[src/rtl/alu_mc.sv]
// Multi-cycle ALU: single-cycle logic/arith/compare, iterative MUL/DIV/MOD.
// Iterative datapath is built only when ALU_MULDIV_EN is defined.
module alu_mc #(
    parameter int WIDTH  = 8,
    parameter int IWIDTH = 8
) (
    input  logic              clk,
    input  logic              rst,
    input  logic              start,
    input  logic [IWIDTH-1:0] op_code,
    input  logic [WIDTH-1:0]  in_a,
    input  logic [WIDTH-1:0]  in_b,
    output logic              busy,
    output logic              done,
    output logic [WIDTH-1:0]  result,
    output logic [WIDTH-1:0]  result_hi,
    output logic              cf,
    output logic              zf,
    output logic              err
);

    localparam logic [IWIDTH-1:0] OP_AND = IWIDTH'('h00);
    localparam logic [IWIDTH-1:0] OP_ANDN = IWIDTH'('h01);
    localparam logic [IWIDTH-1:0] OP_OR = IWIDTH'('h02);
    localparam logic [IWIDTH-1:0] OP_ORN = IWIDTH'('h03);
    localparam logic [IWIDTH-1:0] OP_XOR = IWIDTH'('h04);
    localparam logic [IWIDTH-1:0] OP_XORN = IWIDTH'('h05);
    localparam logic [IWIDTH-1:0] OP_NOT = IWIDTH'('h06);
    localparam logic [IWIDTH-1:0] OP_ADD = IWIDTH'('h07);
    localparam logic [IWIDTH-1:0] OP_SUB = IWIDTH'('h08);
    localparam logic [IWIDTH-1:0] OP_MUL = IWIDTH'('h09);
    localparam logic [IWIDTH-1:0] OP_DIV = IWIDTH'('h0A);
    localparam logic [IWIDTH-1:0] OP_MOD = IWIDTH'('h0B);
    localparam logic [IWIDTH-1:0] OP_GT = IWIDTH'('h0C);
    localparam logic [IWIDTH-1:0] OP_GE = IWIDTH'('h0D);
    localparam logic [IWIDTH-1:0] OP_EQ = IWIDTH'('h0E);
    localparam logic [IWIDTH-1:0] OP_NE = IWIDTH'('h0F);
    localparam logic [IWIDTH-1:0] OP_LE = IWIDTH'('h10);
    localparam logic [IWIDTH-1:0] OP_LT = IWIDTH'('h11);
    localparam logic [IWIDTH-1:0] OP_S = IWIDTH'('h1B);
    localparam logic [IWIDTH-1:0] OP_R = IWIDTH'('h1C);
    localparam logic [IWIDTH-1:0] OP_ST = IWIDTH'('h1D);
    localparam logic [IWIDTH-1:0] OP_STN = IWIDTH'('h1E);
    localparam logic [IWIDTH-1:0] OP_LD = IWIDTH'('h1F);
    localparam logic [IWIDTH-1:0] OP_LDN = IWIDTH'('h20);

    logic             accept;
    logic             is_iter;
    logic [WIDTH:0]   add_s;
    logic [WIDTH:0]   sub_s;
    logic [WIDTH-1:0] sc_res;
    logic             sc_cf;
    logic             sc_err;
    logic             wr_en;
    logic [WIDTH-1:0] wr_res;
    logic [WIDTH-1:0] wr_hi;
    logic             wr_cf;
    logic             wr_err;

    assign accept = start && !busy;
    assign add_s  = {1'b0, in_a} + {1'b0, in_b} + {{WIDTH{1'b0}}, cf};
    assign sub_s  = {1'b0, in_a} - {1'b0, in_b} - {{WIDTH{1'b0}}, cf};

    always_comb begin
        sc_res = '0;
        sc_cf  = cf;
        sc_err = 1'b0;
        case (op_code)
            OP_AND:  sc_res = in_a & in_b;
            OP_ANDN: sc_res = ~(in_a & in_b);
            OP_OR:   sc_res = in_a | in_b;
            OP_ORN:  sc_res = ~(in_a | in_b);
            OP_XOR:  sc_res = in_a ^ in_b;
            OP_XORN: sc_res = ~(in_a ^ in_b);
            OP_NOT:  sc_res = ~in_a;
            OP_ADD: begin
                sc_res = add_s[WIDTH-1:0];
                sc_cf  = add_s[WIDTH];
            end
            OP_SUB: begin
                sc_res = sub_s[WIDTH-1:0];
                sc_cf  = sub_s[WIDTH];
            end
            OP_GT:        sc_res = {WIDTH{in_a > in_b}};
            OP_GE:        sc_res = {WIDTH{in_a >= in_b}};
            OP_EQ:        sc_res = {WIDTH{in_a == in_b}};
            OP_NE:        sc_res = {WIDTH{in_a != in_b}};
            OP_LE:        sc_res = {WIDTH{in_a <= in_b}};
            OP_LT:        sc_res = {WIDTH{in_a < in_b}};
            OP_S:         sc_res = '1;
            OP_R:         sc_res = '0;
            OP_ST, OP_LD:   sc_res = in_a;
            OP_STN, OP_LDN: sc_res = ~in_a;
            default:      sc_err = 1'b1;
        endcase
    end

`ifdef ALU_MULDIV_EN
    localparam int CW = $clog2(WIDTH);
    localparam logic [CW-1:0] LAST = CW'(WIDTH - 1);
    localparam logic [0:0] IDLE = 1'b0;
    localparam logic [0:0] ITER = 1'b1;

    logic [0:0]       state;
    logic [CW-1:0]    cnt;
    logic             is_mul_r;
    logic             is_mod_r;
    logic [WIDTH-1:0] a_r;
    logic [WIDTH-1:0] b_r;
    logic [WIDTH-1:0] hi;
    logic [WIDTH-1:0] lo;
    logic [WIDTH:0]   m_sum;
    logic [WIDTH:0]   d_sh;
    logic [WIDTH:0]   d_diff;
    logic             d_ge;
    logic [WIDTH-1:0] hi_n;
    logic [WIDTH-1:0] lo_n;
    logic             it_done;
    logic [WIDTH-1:0] it_res;

    assign is_iter = (op_code == OP_MUL) || (op_code == OP_DIV) || (op_code == OP_MOD);
    assign busy    = (state == ITER);

    // MUL: {hi,lo} shifts right with lo holding the multiplier.
    // DIV: hi is the partial remainder, lo shifts quotient bits in.
    assign m_sum  = {1'b0, hi} + (lo[0] ? {1'b0, a_r} : {(WIDTH + 1){1'b0}});
    assign d_sh   = {hi, lo[WIDTH-1]};
    assign d_diff = d_sh - {1'b0, b_r};
    assign d_ge   = ~d_diff[WIDTH];
    assign hi_n   = is_mul_r ? m_sum[WIDTH:1]
                  : (d_ge ? d_diff[WIDTH-1:0] : d_sh[WIDTH-1:0]);
    assign lo_n   = is_mul_r ? {m_sum[0], lo[WIDTH-1:1]}
                  : {lo[WIDTH-2:0], d_ge};

    assign it_done = busy && (cnt == LAST);
    assign it_res  = is_mul_r ? lo_n
                   : (b_r == '0) ? (is_mod_r ? a_r : '1)
                   : (is_mod_r ? hi_n : lo_n);

    always_ff @(posedge clk or posedge rst) begin
        if (rst) begin
            state    <= IDLE;
            cnt      <= '0;
            is_mul_r <= 1'b0;
            is_mod_r <= 1'b0;
            a_r      <= '0;
            b_r      <= '0;
            hi       <= '0;
            lo       <= '0;
        end else if (state == IDLE) begin
            if (accept && is_iter) begin
                state    <= ITER;
                cnt      <= '0;
                is_mul_r <= (op_code == OP_MUL);
                is_mod_r <= (op_code == OP_MOD);
                a_r      <= in_a;
                b_r      <= in_b;
                hi       <= '0;
                lo       <= (op_code == OP_MUL) ? in_b : in_a;
            end
        end else begin
            hi  <= hi_n;
            lo  <= lo_n;
            cnt <= cnt + 1'b1;
            if (cnt == LAST) begin
                state <= IDLE;
                cnt   <= '0;
            end
        end
    end
`else
    assign is_iter = 1'b0;
    assign busy    = 1'b0;
`endif

    always_comb begin
        wr_en  = accept && !is_iter;
        wr_res = sc_res;
        wr_hi  = '0;
        wr_cf  = sc_cf;
        wr_err = sc_err;
`ifdef ALU_MULDIV_EN
        if (it_done) begin
            wr_en  = 1'b1;
            wr_res = it_res;
            wr_hi  = is_mul_r ? hi_n : '0;
            wr_cf  = cf;
            wr_err = !is_mul_r && (b_r == '0);
        end
`endif
    end

    always_ff @(posedge clk or posedge rst) begin
        if (rst) begin
            done      <= 1'b0;
            result    <= '0;
            result_hi <= '0;
            cf        <= 1'b0;
            zf        <= 1'b0;
            err       <= 1'b0;
        end else begin
            done <= wr_en;
            if (wr_en) begin
                result    <= wr_res;
                result_hi <= wr_hi;
                cf        <= wr_cf;
                zf        <= (wr_res == '0);
                err       <= wr_err;
            end
        end
    end

endmodule

[config.mk]
export PLATFORM = sky130hd
export DESIGN_NAME = alu_mc
export DESIGN_NICKNAME = d
export VERILOG_FILES = /design/src/rtl/alu_mc.sv
export SDC_FILE = /design/constraint.sdc
export NUM_CORES = 1
export LEC_CHECK = 0
export ABC_AREA = 1
export BUFFER_PORTS_ARGS = -buffer_cell sky130_fd_sc_hd__buf_2
export CAP_MARGIN = 25
export CORE_ASPECT_RATIO = 2
export CORE_UTILIZATION = 55
export DETAILED_ROUTE_END_ITERATION = 16
export GPL_ROUTABILITY_DRIVEN = 1
export GPL_TIMING_DRIVEN = 1
export HOLD_SLACK_MARGIN = 0.08
export PLACE_DENSITY = 0.78
export REMOVE_ABC_BUFFERS = 1
export SYNTH_ARGS = -nofsm -noshare
export SYNTH_HDL_FRONTEND = slang
export SYNTH_SLANG_ARGS = --single-unit
export TNS_END_PERCENT = 50
[constraint.sdc]
create_clock -name clk -period 2.8 [get_ports clk]
set_input_delay 0.14 -clock clk [delete_from_list [all_inputs] [get_ports clk]]
set_output_delay 0.14 -clock clk [all_outputs]
set_load 0.1 [all_outputs]
==> results of run 1 <==
placed cells by master, fill, tap and decap left out, types with 3 or more instances in the layout:
master / synthesis / layout
inv_2: 7 / 7
nand3_2: 3 / 3
conb_1: 1 / 9
xor2_1: 3 / 3
nand2_2: 6 / 6
nand3b_1: 4 / 4
xnor2_1: 3 / 3
ha_1: 38 / 38
dfrtp_1: 12 / 12
nand2_1: 121 / 121
a31oi_1: 8 / 8
nor3_1: 8 / 8
inv_1: 69 / 69
o21ai_0: 15 / 15
fa_1: 4 / 4
a21oi_1: 15 / 15
buf_2: 2 / 38
clkbuf_8: 0 / 4
o21ai_1: 3 / 3
nor2_1: 72 / 72
nand3_1: 36 / 36
cells by family after synthesis:
| kind of cell | count (synthesis) | share of synthesized area (%) |
|---|---|---|
| adders and majority gates | 42 | 19.95 |
| buffers and inverters | 92 | 14.11 |
| xor gates and xnor gates | 6 | 1.887 |
| DFF | 12 | 10.78 |
| muxes | 1 | 0.4043 |
| and+or+nand+nor | 263 | 41.82 |
| AOI/OAI and AO/OA | 52 | 10.92 |
| other | 1 | 0.1346 |
worst max-delay path, delay by kind of cell (launching register included):
family / cells / cell delay [ns]
flip-flops: 1 / 0.41
adder cells (fa/ha/maj): 2 / 0.87
AO/OA/AOI/OAI: 1 / 0.11
buffers and inverters: 1 / 0.07
AND/OR/NAND/NOR: 9 / 1.06
cell usage after synthesis (3+ instances only):
library cell and number:
a21oi_1 15, xnor2_1 3, nand3b_1 4, inv_1 69
o21ai_0 15, nand3_1 36, xor2_1 3, nand2_1 121
buf_4 10, nand3_2 3, dfrtp_1 12, a31oi_1 8
inv_2 7, fa_1 4, ha_1 38, nor2_1 72
o21ai_1 3, nand2_2 6, nor3_1 8
how the worst max path moves through the flow:
stage,depth (start not counted),endpoint,from
global route,13,zf,cf
floorplan,13,zf,cf
detailed placement,13,zf,cf
CTS,13,zf,cf
global placement,13,zf,cf
finish,13,zf,cf
power groups by stage:
stage                     sequential [mW]  clock (mW)  combinational (mW)
after floorplan                     0.333           0               0.323
after global placement              0.202           0               0.571
after detailed placement            0.204           0               0.580
after CTS                           0.201       0.191               0.585
after global routing                0.204       0.206               0.645
final                               0.201       0.193               0.592
what timing repair did:
action	in CTS	in global routing
hold endpoints to repair	12	0
hold buffers	1	0
buffers inserted	0	0
registers in the layout, indices dropped and copies added, names as in the netlist:
signal and flops:
result 8, done 1, cf 1, err 1, zf 1
per-layer routing:
layer,up-vias,part of all wire [%]
li1,1540,-
met1,1405,36
met2,141,53
met3,36,5.2
met4,0,6.1
met5,-,0
layout make-up:
| class | instances | area, sq um | share of cell area, % |
|---|---|---|---|
| Timing Repair Buffer | 41 | 215.2 | 7.049 |
| Clock buffer | 4 | 55.05 | 1.803 |
| Multi-Input combinational cell | 373 | 2122 | 69.51 |
| Inverter | 77 | 289.0 | 9.467 |
| Sequential cell | 12 | 300.3 | 9.836 |
| Tap cell | 57 | 71.32 | 2.336 |
metrics by stage:
step / util [%] / power, mW
after floorplan: - / 0.6555
after global placement: 61.42 / 0.7732
after detailed placement: 61.42 / 0.7843
after CTS: 62.76 / 0.9776
after global routing: 62.76 / 1.056
final: 62.76 / 0.9864
==> run_results.csv, run 1 <==
group,metric,value,unit
clock_tree,cts.sinks,12,
yosys,synth.distinct_cells,41,
die,io_pins,48,
die,rows,36,
clock_tree,clockBufferDepth,2,
yosys,netlist.area_leader.share,17.07,%
min_path,hold_class,"in2reg",
grt,track_usage,33.50,%
power,pwr-share-seq,20.4,%
power,leakagePower,1.761,nW
routing,vias,3122,
power,power.density,323.1,nW/um^2
final_layout,drive_above_1_share,14.40,%
yosys,ys_ff_latch,12,
routing,drtIter0Drc,128,
worst_setup_path,reg2reg_from,"cf",
routing,drt_wl_total,8254,microns
final_layout,antenna_cells,0,
yosys,syn_inst,469,
power,pwr-share-comb,60.0,%
placed_design,dp.final_hpwl,6729,microns
power,peakVddDrop,0.3443,mV
final_layout,instances_no_fill,564,
yosys,synth.cell_area,2785,sq um
grt,met2_usage,60.56,%
worst_setup_path,cp-start-kind,"flop",
yosys,syn_area_per_cell,5.939,sq um
die,dieArea,5370,sq um
grt,overflow,0,
grt,antenna_found_initial,0,
worst_setup_path,criticalPathCategory,"reg2reg",
timing,tightest_slew,0.7651,ns
grt,use_met1,34.28,%
die,die_w,52.32,microns
worst_setup_path,critPathSlowestCell,"fa_1",
timing,fin_skew,0.002955,ns
yosys,yosysTopAreaCell,"ha_1",
timing,finalHoldViolations,0,
timing,finalSetupViolations,0,
timing,grt_setup_unrepaired,"false",
routing,vias_per_cell,5.535,
run,drv_cap,0,
routing,antenna_left,0,
routing,drc,0,
routing,wl_per_cell,14.63,microns
worst_setup_path,r2r_end,"zf",
yosys,synthTopCellsByArea,"ha_1 (17%), nand2_1 (16%), dfrtp_1 (11%), nor2_1 (9.7%), inv_1 (9.3%)",
worst_setup_path,crit_path_cell_trace,"inv_1 -> fa_1 -> fa_1 -> nor2_1 -> o21bai_1 -> or2_2 -> nand3_1 -> nand3_1 -> nor2_1 -> nand3_1 -> nor2_1 -> nand3_1 -> nand2_1",
placed_design,dp.cells,559,
worst_setup_path,cp.arrival,2.75,ns
final_layout,nFillCells,512,
timing,fin_tns_setup,0,ns
grt,top_usage_layer,"met2",
yosys,synth_async_sr_flop_share,100.0,%
timing,period_share,91.54,%
grt,met3_usage,4.572,%
grt,grt_pass1_wl,13450,microns
worst_setup_path,reg2reg_slack,0.24,ns
clock_tree,cts_resized,0,
timing,holdWs,0.1776,ns
routing,drtPass1Iterations,5,
die,die_h,102.6,microns
worst_setup_path,worstPathMaxFanout,4,
clock_tree,cts_tree,"built",
yosys,synth_edf_count,0,
yosys,synthFlopType,"dfrtp_1",
placed_design,numPortBuffers,38,
yosys,ys_seq_area_share,10.78,%
grt,grt_start_max_net_pins,18,
timing,min_period,2.563,ns
die,start_util,57.25,%
worst_setup_path,cpMostUsedCell,"nand3_1",
worst_setup_path,reg2reg_depth,13,
worst_setup_path,critical_path.max_stage_delay,0.44,ns
placed_design,dp_slack,0.2951,ns
power,swShare,52.61,%
run_status,status,"complete, no violations",
clock_tree,numCtsBuffers,3,
yosys,ys.warnings.count,0,
timing,finalMaxSlewViolations,0,
min_path,hp-start,"start",
placed_design,routabilityCongestion,0.9790,
final_layout,design_area,3053,sq um
clock_tree,htreeDepth,1,
placed_design,dpl_cell_area,2988,sq um
worst_setup_path,critPathRequiredTime,2.98,ns
worst_setup_path,endpoint_kind,"flop",
final_layout,areaGrowthSynthToFinish,9.614,%
power,pwr-share-clk,19.6,%
min_path,hold_path_depth,1,
timing,max_slew_margin,48.71,%
grt,grt_pass1_vias,2979,
die,core_area,4865,sq um
clock_tree,root_buffer,"clkbuf_8",
final_layout,fin_nets,577,
power,p_int,0.4675,mW
timing,fmax,0.3901,GHz
clock_tree,clk_latency,0.25,ns
power,p_sw,0.5189,mW
min_path,worstHoldEndpoint,"done",
clock_tree,path_clk_slew,0.05,ns
timing,setup_slack,0.2368,ns
Note: power is estimated with default switching activity, not from simulation.
==> run 2: changes to the inputs <==
- GPL_ROUTABILITY_DRIVEN: 1 -> 0
- clock period: 2.8 -> 2.6 ns (I/O delays scaled with it)
==> run 2 against run 1 <==
Global-route usage fell by 2.1 points. Clock-buffer cell count unchanged. Highest routed layer unchanged. First-iteration DRC count increased by 5.5%. Total power rose by 6.9%. Wire length shrank 4.0%. Core utilization is 0.51 points higher. Largest cell class unchanged.
==> run_results.csv, run 2 (synthesis results as in run 1) <==
group,metric,value,unit
die,die_h,102.6,microns
routing,drt_wl_total,7922,microns
timing,fin_skew,0.003157,ns
routing,antenna_left,0,
worst_setup_path,cp-start-kind,"flop",
worst_setup_path,critPathRequiredTime,2.78,ns
final_layout,antenna_cells,0,
timing,max_slew_margin,60.47,%
clock_tree,cts.sinks,12,
power,leakagePower,1.773,nW
clock_tree,clk_latency,0.24,ns
routing,drtPass1Iterations,7,
clock_tree,postCtsSetupRepairBufs,0,
clock_tree,clockBufferDepth,2,
worst_setup_path,endpoint_kind,"flop",
placed_design,dp.final_hpwl,6552,microns
final_layout,multi_input_area,2132,sq um
routing,drtIter0Drc,135,
routing,vias_per_cell,5.505,
final_layout,largest_reg_flops,8,
grt,track_usage,31.36,%
routing,drc,0,
min_path,hold_class,"in2reg",
routing,wl_met2,3968,microns
die,io_pins,48,
timing,period_share,93.04,%
final_layout,regMostFlops,"result",
final_layout,layout_common_cells,"nand2_1 (121), nor2_1 (71), inv_1 (69)",
timing,grt_setup_unrepaired,"false",
timing,fin_tns_setup,0,ns
grt,overflow,0,
worst_setup_path,worstPathMaxFanout,4,
die,rows,36,
final_layout,areaGrowthSynthToFinish,10.51,%
final_layout,seq_area,300.3,sq um
die,core_area,4865,sq um
final_layout,drive_above_1_share,15.32,%
grt,antenna_found_initial,0,
grt,grt_pass1_wl,12800,microns
clock_tree,root_buffer,"clkbuf_8",
routing,dr_wl_met3,441,microns
routing,vias,3116,
worst_setup_path,cp.arrival,2.60,ns
die,dieArea,5370,sq um
final_layout,mostFrequentLayoutCell,"nand2_1",
run,drv_cap,0,
final_layout,fin_nets,579,
clock_tree,cts_tree,"built",
timing,setup_slack,0.1809,ns
power,peakVddDrop,0.4973,mV
run_status,status,"complete, no violations",
clock_tree,path_clk_slew,0.05,ns
clock_tree,htreeDepth,1,
placed_design,dp_slack,0.1276,ns
die,start_util,57.25,%
routing,wl_per_cell,14.00,microns
final_layout,nFillCells,497,
timing,fmax,0.4134,GHz
routing,highest_layer,"met4",
timing,min_period,2.419,ns
die,die_w,52.32,microns
final_layout,post-route-util,63.27,%
timing,tightest_slew,0.5898,ns
clock_tree,numCtsBuffers,3,
timing,holdWs,0.1746,ns
placed_design,numPortBuffers,38,
worst_setup_path,criticalPathCategory,"reg2reg",
timing,finalHoldViolations,0,
timing,finalSetupViolations,0,
timing,finalMaxSlewViolations,0,
grt,grt_pass1_vias,2930,
power,power.density,342.6,nW/um^2
routing,met1_length,2809,microns
power,power,1.054,mW
grt,grt_start_max_net_pins,18,
run 2: cell types whose count changed in the layout (fill, tap and decap cells not counted):
cell,before,now
buf_4,2,4
fa_1,4,3
fa_2,0,1
nor2_1,72,71
nor2_2,1,2
nor3_1,8,7
nor3_2,2,3
run 2: power by group:
part / leakage (nW) / internal [mW] / switching, mW
clock: 0.0288 / 0.134 / 0.0687
combinational: 1.60 / 0.165 / 0.471
sequential: 0.148 / 0.206 / 0.0108
run 2: repair_timing:
item | in CTS | in global routing
endpoints found under the hold margin | 12 | 0
resized for setup | 0 | 3
hold buffers | 1 | 0
endpoints found under the setup margin | 0 | 1
run 2: path summary, 6_finish.rpt:
path	slack, ns	start	end	depth (start not counted)
worst max-delay path	0.18	cf	zf	13
worst min-delay path	0.17	start	done	1
worst max register to register	0.18	cf	zf	13
worst min register to register	0.48	result[0]	result[0]	1
max in group asynchronous	1.87	rst	result[6]	3
min in group asynchronous	0.43	rst	done	3
run 2: cell type report:
type / count / share of cell area, %
Inverter: 77 / 9.390
Tap cell: 57 / 2.317
Multi-Input combinational cell: 373 / 69.27
Clock buffer: 4 / 1.789
Sequential cell: 12 / 9.756
Timing Repair Buffer: 43 / 7.480
run 2: worst max-delay path, cell delays in order (launching register included):
cell and delay [ns]:
dfrtp_1 0.41, inv_1 0.07, fa_1 0.41, fa_2 0.37, nor2_1 0.11, o21bai_1 0.10
or2_2 0.28, nand3_1 0.07, nand3_1 0.09, nor2_2 0.11, nand3_1 0.08, nor2_1 0.10
nand3_1 0.08, nand2_1 0.06
run 2: stage by stage:
stage | cells | instance area [sq um]
after global routing | 566 | 3078
after detailed placement | 561 | 3003
after floorplan | 462 | 2711
after CTS | 566 | 3068
final | 566 | 3078
after global placement | 561 | 3003
run 2: routing by layer:
metal	vias up	track usage [%]
li1	1534	-
met1	1396	30.52
met2	141	55.50
met3	45	4.425
met4	0	26.11
met5	-	0
